$ cat src/rtl/delay_tap_pkg.sv
// Shared types and constants for the tapped delay element sequencer.
// Imported by delay_tap_ctrl and delay_settle_timer.
package delay_tap_pkg;

    typedef enum logic [2:0] {
        ST_INIT,
        ST_IDLE,
        ST_GRANT,
        ST_STEP,
        ST_SETTLE,
        ST_ACK
    } state_e;

    localparam logic DIR_INC = 1'b0;
    localparam logic DIR_DEC = 1'b1;

    localparam logic REQ_CAL = 1'b0;
    localparam logic REQ_USR = 1'b1;

endpackage

$ cat src/rtl/delay_settle_timer.sv
// Settle-gap down-counter: loaded on each MOVE pulse, done once it has
// counted out SETTLE cycles of the SETTLE state.
module delay_settle_timer
    import delay_tap_pkg::*;
#(
    parameter int SETTLE = 4
) (
    input  logic CLK,
    input  logic RSTN,
    input  logic load_i,
    input  logic en_i,
    output logic done_o
);

    localparam int CNT_W = $clog2(SETTLE + 1);
    // Loading SETTLE-1 makes done coincide with the last settle cycle.
    localparam logic [CNT_W-1:0] LOAD_VAL = CNT_W'(SETTLE - 1);

    logic [CNT_W-1:0] cnt_q, cnt_d;

    always_comb begin
        cnt_d = cnt_q;
        if (load_i) begin
            cnt_d = LOAD_VAL;
        end else if (en_i && (cnt_q != '0)) begin
            cnt_d = cnt_q - CNT_W'(1);
        end
    end

    always_ff @(posedge CLK) begin
        if (!RSTN) begin
            cnt_q <= '0;
        end else begin
            cnt_q <= cnt_d;
        end
    end

    assign done_o = (cnt_q == '0);

endmodule

$ cat src/rtl/delay_tap_ctrl.sv
// Two-requester sequencer for a LOADN/MOVE/DIRECTION tapped delay element.
// Define DLY_TAP_CLAMP_EN to clamp out-of-range targets instead of rejecting them (ERR removed).
module delay_tap_ctrl
    import delay_tap_pkg::*;
#(
    parameter int TAP_W   = 7,
    parameter int TAP_MAX = 127,
    parameter int SETTLE  = 4
) (
    input  logic             CLK,
    input  logic             RSTN,
    input  logic             CAL_REQ,
    input  logic [TAP_W-1:0] CAL_TAP,
    output logic             CAL_ACK,
    input  logic             USR_REQ,
    input  logic [TAP_W-1:0] USR_TAP,
    output logic             USR_ACK,
    output logic             LOADN,
    output logic             MOVE,
    output logic             DIRECTION,
    output logic [TAP_W-1:0] CUR_TAP,
    output logic             BUSY
`ifndef DLY_TAP_CLAMP_EN
    ,
    output logic             ERR
`endif
);

    localparam logic [TAP_W:0] MAX_EXT = (TAP_W + 1)'(TAP_MAX);

    state_e           state_q, state_d;
    logic             grant_q, grant_d;
    logic [TAP_W-1:0] tgt_q, tgt_d;
    logic [TAP_W-1:0] cur_q, cur_d;
    logic             dir_q, dir_d;
    logic             err_q, err_d;

    logic             req_any;
    logic [TAP_W-1:0] req_tap;
    logic [TAP_W-1:0] req_tgt;
    logic             req_oor;

    logic             tmr_load;
    logic             tmr_en;
    logic             tmr_done;

`ifdef DLY_TAP_CLAMP_EN
    function automatic logic [TAP_W-1:0] clamp_tap(input logic [TAP_W-1:0] t);
        if ({1'b0, t} > MAX_EXT) begin
            return MAX_EXT[TAP_W-1:0];
        end
        return t;
    endfunction
`else
    function automatic logic tap_out_of_range(input logic [TAP_W-1:0] t);
        return ({1'b0, t} > MAX_EXT);
    endfunction
`endif

    // Fixed-priority arbiter: CAL wins whenever it is asserted in IDLE.
    assign req_any = CAL_REQ | USR_REQ;
    assign req_tap = CAL_REQ ? CAL_TAP : USR_TAP;

`ifdef DLY_TAP_CLAMP_EN
    assign req_tgt = clamp_tap(req_tap);
    assign req_oor = 1'b0;
`else
    assign req_tgt = req_tap;
    assign req_oor = tap_out_of_range(req_tap);
`endif

    always_comb begin
        state_d  = state_q;
        grant_d  = grant_q;
        tgt_d    = tgt_q;
        cur_d    = cur_q;
        dir_d    = dir_q;
        err_d    = err_q;
        tmr_load = 1'b0;
        tmr_en   = 1'b0;
        unique case (state_q)
            ST_INIT: begin
                cur_d   = '0;
                state_d = ST_IDLE;
            end
            ST_IDLE: begin
                if (req_any) begin
                    grant_d = CAL_REQ ? REQ_CAL : REQ_USR;
                    tgt_d   = req_tgt;
                    err_d   = req_oor;
                    // Direction is settled during GRANT so it leads the first MOVE.
                    if (!req_oor) begin
                        dir_d = (req_tgt < cur_q) ? DIR_DEC : DIR_INC;
                    end
                    state_d = ST_GRANT;
                end
            end
            ST_GRANT: begin
                if (err_q || (tgt_q == cur_q)) begin
                    state_d = ST_ACK;
                end else begin
                    state_d = ST_STEP;
                end
            end
            ST_STEP: begin
                tmr_load = 1'b1;
                cur_d    = (dir_q == DIR_DEC) ? (cur_q - TAP_W'(1)) : (cur_q + TAP_W'(1));
                state_d  = ST_SETTLE;
            end
            ST_SETTLE: begin
                tmr_en = 1'b1;
                if (tmr_done) begin
                    state_d = (cur_q != tgt_q) ? ST_STEP : ST_ACK;
                end
            end
            ST_ACK: begin
                state_d = ST_IDLE;
            end
            default: begin
                state_d = ST_INIT;
            end
        endcase
    end

    always_ff @(posedge CLK) begin
        if (!RSTN) begin
            state_q <= ST_INIT;
            grant_q <= REQ_CAL;
            cur_q   <= '0;
            dir_q   <= DIR_INC;
            err_q   <= 1'b0;
        end else begin
            state_q <= state_d;
            grant_q <= grant_d;
            cur_q   <= cur_d;
            dir_q   <= dir_d;
            err_q   <= err_d;
        end
    end

    // Target is only meaningful after a grant, so it carries no reset.
    always_ff @(posedge CLK) begin
        tgt_q <= tgt_d;
    end

    delay_settle_timer #(
        .SETTLE (SETTLE)
    ) u_settle (
        .CLK    (CLK),
        .RSTN   (RSTN),
        .load_i (tmr_load),
        .en_i   (tmr_en),
        .done_o (tmr_done)
    );

    assign LOADN     = (state_q != ST_INIT);
    assign MOVE      = (state_q == ST_STEP);
    assign DIRECTION = dir_q;
    assign CUR_TAP   = cur_q;
    assign BUSY      = (state_q != ST_IDLE);
    assign CAL_ACK   = (state_q == ST_ACK) && (grant_q == REQ_CAL);
    assign USR_ACK   = (state_q == ST_ACK) && (grant_q == REQ_USR);
`ifndef DLY_TAP_CLAMP_EN
    assign ERR       = (state_q == ST_ACK) && err_q;
`endif

endmodule

$ cat config.mk
export PLATFORM = sky130hd
export DESIGN_NAME = delay_tap_ctrl
export DESIGN_NICKNAME = d
export VERILOG_FILES = /design/src/rtl/delay_tap_pkg.sv /design/src/rtl/delay_settle_timer.sv /design/src/rtl/delay_tap_ctrl.sv
export SDC_FILE = /design/constraint.sdc
export NUM_CORES = 1
export LEC_CHECK = 0
export ABC_AREA = 1
export CAP_MARGIN = 30
export CORE_MARGIN = 8
export CORE_UTILIZATION = 40
export CTS_CLUSTER_DIAMETER = 60
export DETAILED_ROUTE_END_ITERATION = 8
export PLACE_DENSITY = 0.72
export REMOVE_ABC_BUFFERS = 1
export SYNTH_ARGS = -nofsm -noshare
export SYNTH_HDL_FRONTEND = slang
export SYNTH_SLANG_ARGS = --single-unit
$ cat constraint.sdc
create_clock -name CLK -period 2.14 [get_ports CLK]
set_input_delay 0.321 -clock CLK [delete_from_list [all_inputs] [get_ports CLK]]
set_output_delay 0.321 -clock CLK [all_outputs]
set_load 0.01 [all_outputs]
**Word-level counts from Yosys, hierarchy flattened**

Cells that the tools add are included.

- Add/subtract/negate cells: 3
- Multipliers: 0
- Div/mod/pow operators: 0
- $lt $le $gt $ge: 1
- Equality and inequality tests: 10
- Shift operators: 0
- Mux-type cells: 14
- Bitwise logic cells: 3
- Reductions and logical operators: 13

Operator list:

| kind | number |
|---|---|
| $pmux 3 s5 | 1 |
| $mux 7 | 2 |
| $pmux 7 s2 | 1 |
| $mux 3 | 4 |
| $add 7x1->7 const B | 1 |
| $eq 7x7->1 | 1 |
| $lt 7x7->1 | 1 |
| $ne 7x7->1 | 1 |
| $sub 7x1->7 const B | 1 |
| $eq 3x2->1 const B | 2 |
| $eq 3x3->1 const B | 2 |
| $logic_not 3->1 | 2 |
| $reduce_bool 3->1 | 2 |
| $mux 1 | 4 |
| $mux 2 | 2 |
| $ne 2x2->1 const B | 2 |
| $reduce_and 2->1 | 2 |
| $reduce_bool 2->1 | 2 |
| $reduce_or 2->1 | 2 |
| $eq 3x1->1 const B | 1 |
| $logic_and 1x1->1 | 3 |
| $ne 3x1->1 const B | 1 |
| $sub 3x1->3 const B | 1 |
| $not 1->1 | 2 |
| $or 1x1->1 | 1 |

- Flip-flop bits (word level): 22
- Bits in latches: 0
- Bits in writable memories: 0
- ROM bits: 0
- Output and inout bits: 14
- Logic and storage cells: 51
- Memories kept: 0

**Longest topological paths before layout**

Gate-level depths: netlist of the first run.

- Word-level depth: 5
- Mapped depth: 12
- Mapped depth without buffers: 11

**Modules after synthesis**

From an unflattened synthesis of the first run, not the netlist that was laid out.

- Cells, all modules: 214
- Area, all modules: 1511.4 sq um

Modules (own cells, without submodules):

| module | times used | cells an instance | area an instance (sq um) | seq. area each (sq um) |
|---|---|---|---|---|
| delay_tap_ctrl | 1 | 189 | 1341.3 | 450.4 |
| delay_settle_timer | 1 | 25 | 170.2 | 60.1 |

**Worst setup path after synthesis of the first run**

No wires, ideal clock.

- Path kind: reg-to-reg
- From: reg dir_q (netlist: DIRECTION)
- To: reg cur_q[4] (netlist: CUR_TAP[4])
- Library setup time: 0.123 ns
- Arrival: 1.475 ns
- Data required time: 2.017 ns
- Setup slack: 0.542 ns
- Stages on the path, launching flop included: 9
- Buffers on the path: 0
- Clock period less this slack: 1.598 ns
- Cells stage by stage: dfxtp_1 -> ha_1 -> nand2_1 -> inv_1 -> nand2_1 -> nand3_1 -> or2_2 -> nand2_1 -> a21oi_1

- Word-level cells in the longest chain between the ends: 2

RTL lines:

| item | RTL line | text |
|---|---|---|
| start, declared | delay_tap_ctrl.sv:35 | `logic dir_q, dir_d;` |
| start signal, assigned | delay_tap_ctrl.sv:136 | `dir_q <= dir_d;` |
| $mux 7 | delay_tap_ctrl.sv:107 | `cur_d = (dir_q == DIR_DEC) ? (cur_q - TAP_W'(1)) : (cur_q + TAP_W'(1));` |
| $pmux 7 s2 | delay_tap_ctrl.sv:81 | `unique case (state_q)` |
| end signal, assigned | delay_tap_ctrl.sv:135 | `cur_q <= cur_d;` |
| end, declared | delay_tap_ctrl.sv:34 | `logic [TAP_W-1:0] cur_q, cur_d;` |

Every way passes these cells.
A chain may end at the register's enable or synchronous reset.

**Worst setup path in the final report of the first run**

- From: reg state_q[0]
- To: out MOVE

- Word-level cells in the longest chain between the ends: 1

RTL lines:

| item | RTL line | text |
|---|---|---|
| start, declared | delay_tap_ctrl.sv:31 | `state_e state_q, state_d;` |
| start signal, assigned | delay_tap_ctrl.sv:133 | `state_q <= state_d;` |
| $eq 3x2->1 | delay_tap_ctrl.sv:157 | `assign MOVE = (state_q == ST_STEP);` |
| end, declared | delay_tap_ctrl.sv:19 | `output logic MOVE,` |

Every way passes these cells.

==> out/metrics.cfg, run 1 <==
[layout]
area_delta_synth_final_pct = 26.2
stdcell_count = 302
fillers = 384
fin_nets = 287
seq_area_um2 = 510
drive_gt1_share_pct = 7.48
fin_util_pct = 52.6
multiInputGateArea_um2 = 858
fin_area_um2 = 1940
diodes = 0

[synth]
synth-compound-area-share_pct = 11.3
synth_top_family_by_area = simple AND/OR/NAND/NOR gates
yosysSeqAreaShare_pct = 33.2
yosysTopAreaCell = dfxtp_1
synthSimpleGateAreaFrac_pct = 30.1
synth.area.mux_share_pct = 0
syn_area_um2 = 1540
synth_seq_cells = 22
synth_fa_ha_area_share_pct = 11.9
synth_top_area_share_pct = 19.5
synthTopCellsByArea = dfxtp_1, nand2_1, edfxtp_1, ha_1, inv_1
avgSynthCellArea_um2 = 6.96
synth.distinct_cells = 27
yosys.area_share.xor_xnor_pct = 2.28
ys_warn_count = 0
synthCells = 221

[critical_path]
arrival_ps = 1600
crit_fanout = 8
worstSetupPathType = flop to primary output
critPathCaptureType = primary output
cp.required_ps = 1820
startpoint_type = flop

[drt]
drc = 0
viasPerCell = 4.57
ant_nets = 0
route.vias.total = 1381
drtIter0Drc = 49
avgRoutedWirePerCell_um = 10.6
routed_wl_um = 3200
dr.pass1.iters = 4

[clocking]
cts.clk_slew.worst_paths_ps = 70
clk_root_buffer_cell = clkbuf_8
cts_hold_buf = 0
cts_setup_buffers = 0
clock-sinks = 22
cts_buffers = 3
clk_latency_ps = 260
cts_max_level = 1
cts_tree = built
cts_buffer_depth = 2
cts_resized = 0

[global_route]
grt_pass1_vias = 1338
grt_overflow_total = 0
grt_max_degree = 13
grt_pass1_wl_um = 5670
grt.total_usage_pct = 11.1
antenna_found_initial = 0

[power]
irDropWorstVdd_mv = 0.244
power.density_nw_per_um2 = 495
power.leakage_nw = 0.920
total_power_mw = 0.962

[floorplanning]
core-area_um2 = 3690
fp.dieW_um = 78
placementRows = 22
chipHeight_um = 78
initial_core_util_pct = 41.7
die_area_um2 = 6080
io_pins = 32

[timing]
setup_tns_ps = 0
fmax_ghz = 0.519
fin_ws_ps = 215
finalHoldViolCount = 0
holdWs_ps = 478
fin_crit_sh_pct = 90.0
period_needed_ps = 1930
skew_ps = 4.19
rsz0062_at_grt = false
setup_viol_count_final = 0
drv_slew = 0

[run_status]
outcome = finished clean

[place]
io_buffer_count = 30
pre_cts_slack_ps = 168
postPlaceCellArea_um2 = 1900
finalWeightedCongestion = 0.848
place_inst = 298
dp_hpwl_um = 2640

[run]
maxCapViolCount = 0

[worst_hold_path]
min_path_type = flop to flop

-- flip-flops by register name (all words and copies together), names as in the netlist --
register        cells
u_settle.cnt_q      3
DIRECTION           1
CUR_TAP             7
grant_q             1
tgt_q               7
state_q             3
-- kinds of logic (layout without fill, tap and decap cells) --
kind of cell	Yosys count	after routing
adder cells (fa/ha/maj)	14	14
other	1	1
buffers and inverters	42	75
XOR/XNOR	4	4
AND/OR/NAND/NOR	107	107
flip-flops	22	22
AO/OA/AOI/OAI	31	31
-- Yosys cell counts (all sizes together) --
library cell and instances:
nand2 77, inv 39, a21oi 22, dfxtp 15, ha 13, nor2 13
nand3 12, edfxtp 7, o21ai 6, nand4 4, buf 3, xnor2 3
o21a 2, conb 1, fa 1, o211ai 1, or2 1, xor2 1
-- cell type report --
| class | count | area share, % |
|---|---|---|
| Multi-Input combinational cell | 157 | 44.2 |
| Clock buffer | 4 | 2.32 |
| Timing Repair Buffer | 32 | 16.2 |
| Inverter | 39 | 7.80 |
| Tap cell | 48 | 3.09 |
| Sequential cell | 22 | 26.3 |
-- worst max-delay path, cell delays in order, from the launching register on --
cell and delay [ps]:
dfxtp_1 370, inv_2 60, nor2_4 100, inv_2 70, nor2_8 170, clkdlybuf4s50_1 570
-- where the power goes --
part	leakage [nW]	internal (mW)	switching [mW]
clock	0.0228	0.133	0.132
sequential	0.188	0.456	0.0189
combinational	0.709	0.103	0.119
total	0.920	0.692	0.270
-- worst paths after layout --
check,cells past startpoint,start,slack [ps],to
worst min register to register,2,grant_q$_SDFFE_PN0P_,480,grant_q$_SDFFE_PN0P_
worst min-delay path,2,grant_q$_SDFFE_PN0P_,480,grant_q$_SDFFE_PN0P_
worst max register to register,8,DIRECTION$_SDFFE_PN0P_,380,CUR_TAP[4]$_SDFFE_PN0P_
worst max-delay path,5,state_q[0]$_SDFFE_PN0P_,210,MOVE
-- cells in the final DEF, fill, tap and decap left out, types with 2 or more instances in the layout --
master | synthesis | final
a21oi_1 | 19 | 19
a21oi_2 | 3 | 3
buf_4 | 1 | 2
clkbuf_8 | 0 | 3
clkdlybuf4s50_1 | 0 | 30
dfxtp_1 | 15 | 15
edfxtp_1 | 7 | 7
ha_1 | 13 | 13
inv_1 | 33 | 33
inv_2 | 5 | 5
nand2_1 | 76 | 76
nand3_1 | 12 | 12
nand4_1 | 4 | 4
nor2_1 | 10 | 10
o21a_1 | 2 | 2
o21ai_0 | 5 | 5
xnor2_1 | 3 | 3
-- layer usage --
layer | track usage, % | wire length [um] | vias to the layer above | part of all wire (%)
li1 | - | - | 765 | -
met1 | 13.8 | 1650 | 575 | 52
met2 | 17.8 | 1380 | 35 | 43
met3 | 2.07 | 99 | 6 | 3.1
met4 | 6.11 | 65 | 0 | 2.0
met5 | 0 | 0 | - | 0
(Power assumes the default switching activity.)
==> run 2: changes to the inputs <==
HOLD_SLACK_MARGIN = 0.06   (was not set)
==> results of run 2 <==
Same layout as run 1: the final DEF is identical, and so are final timing and power.
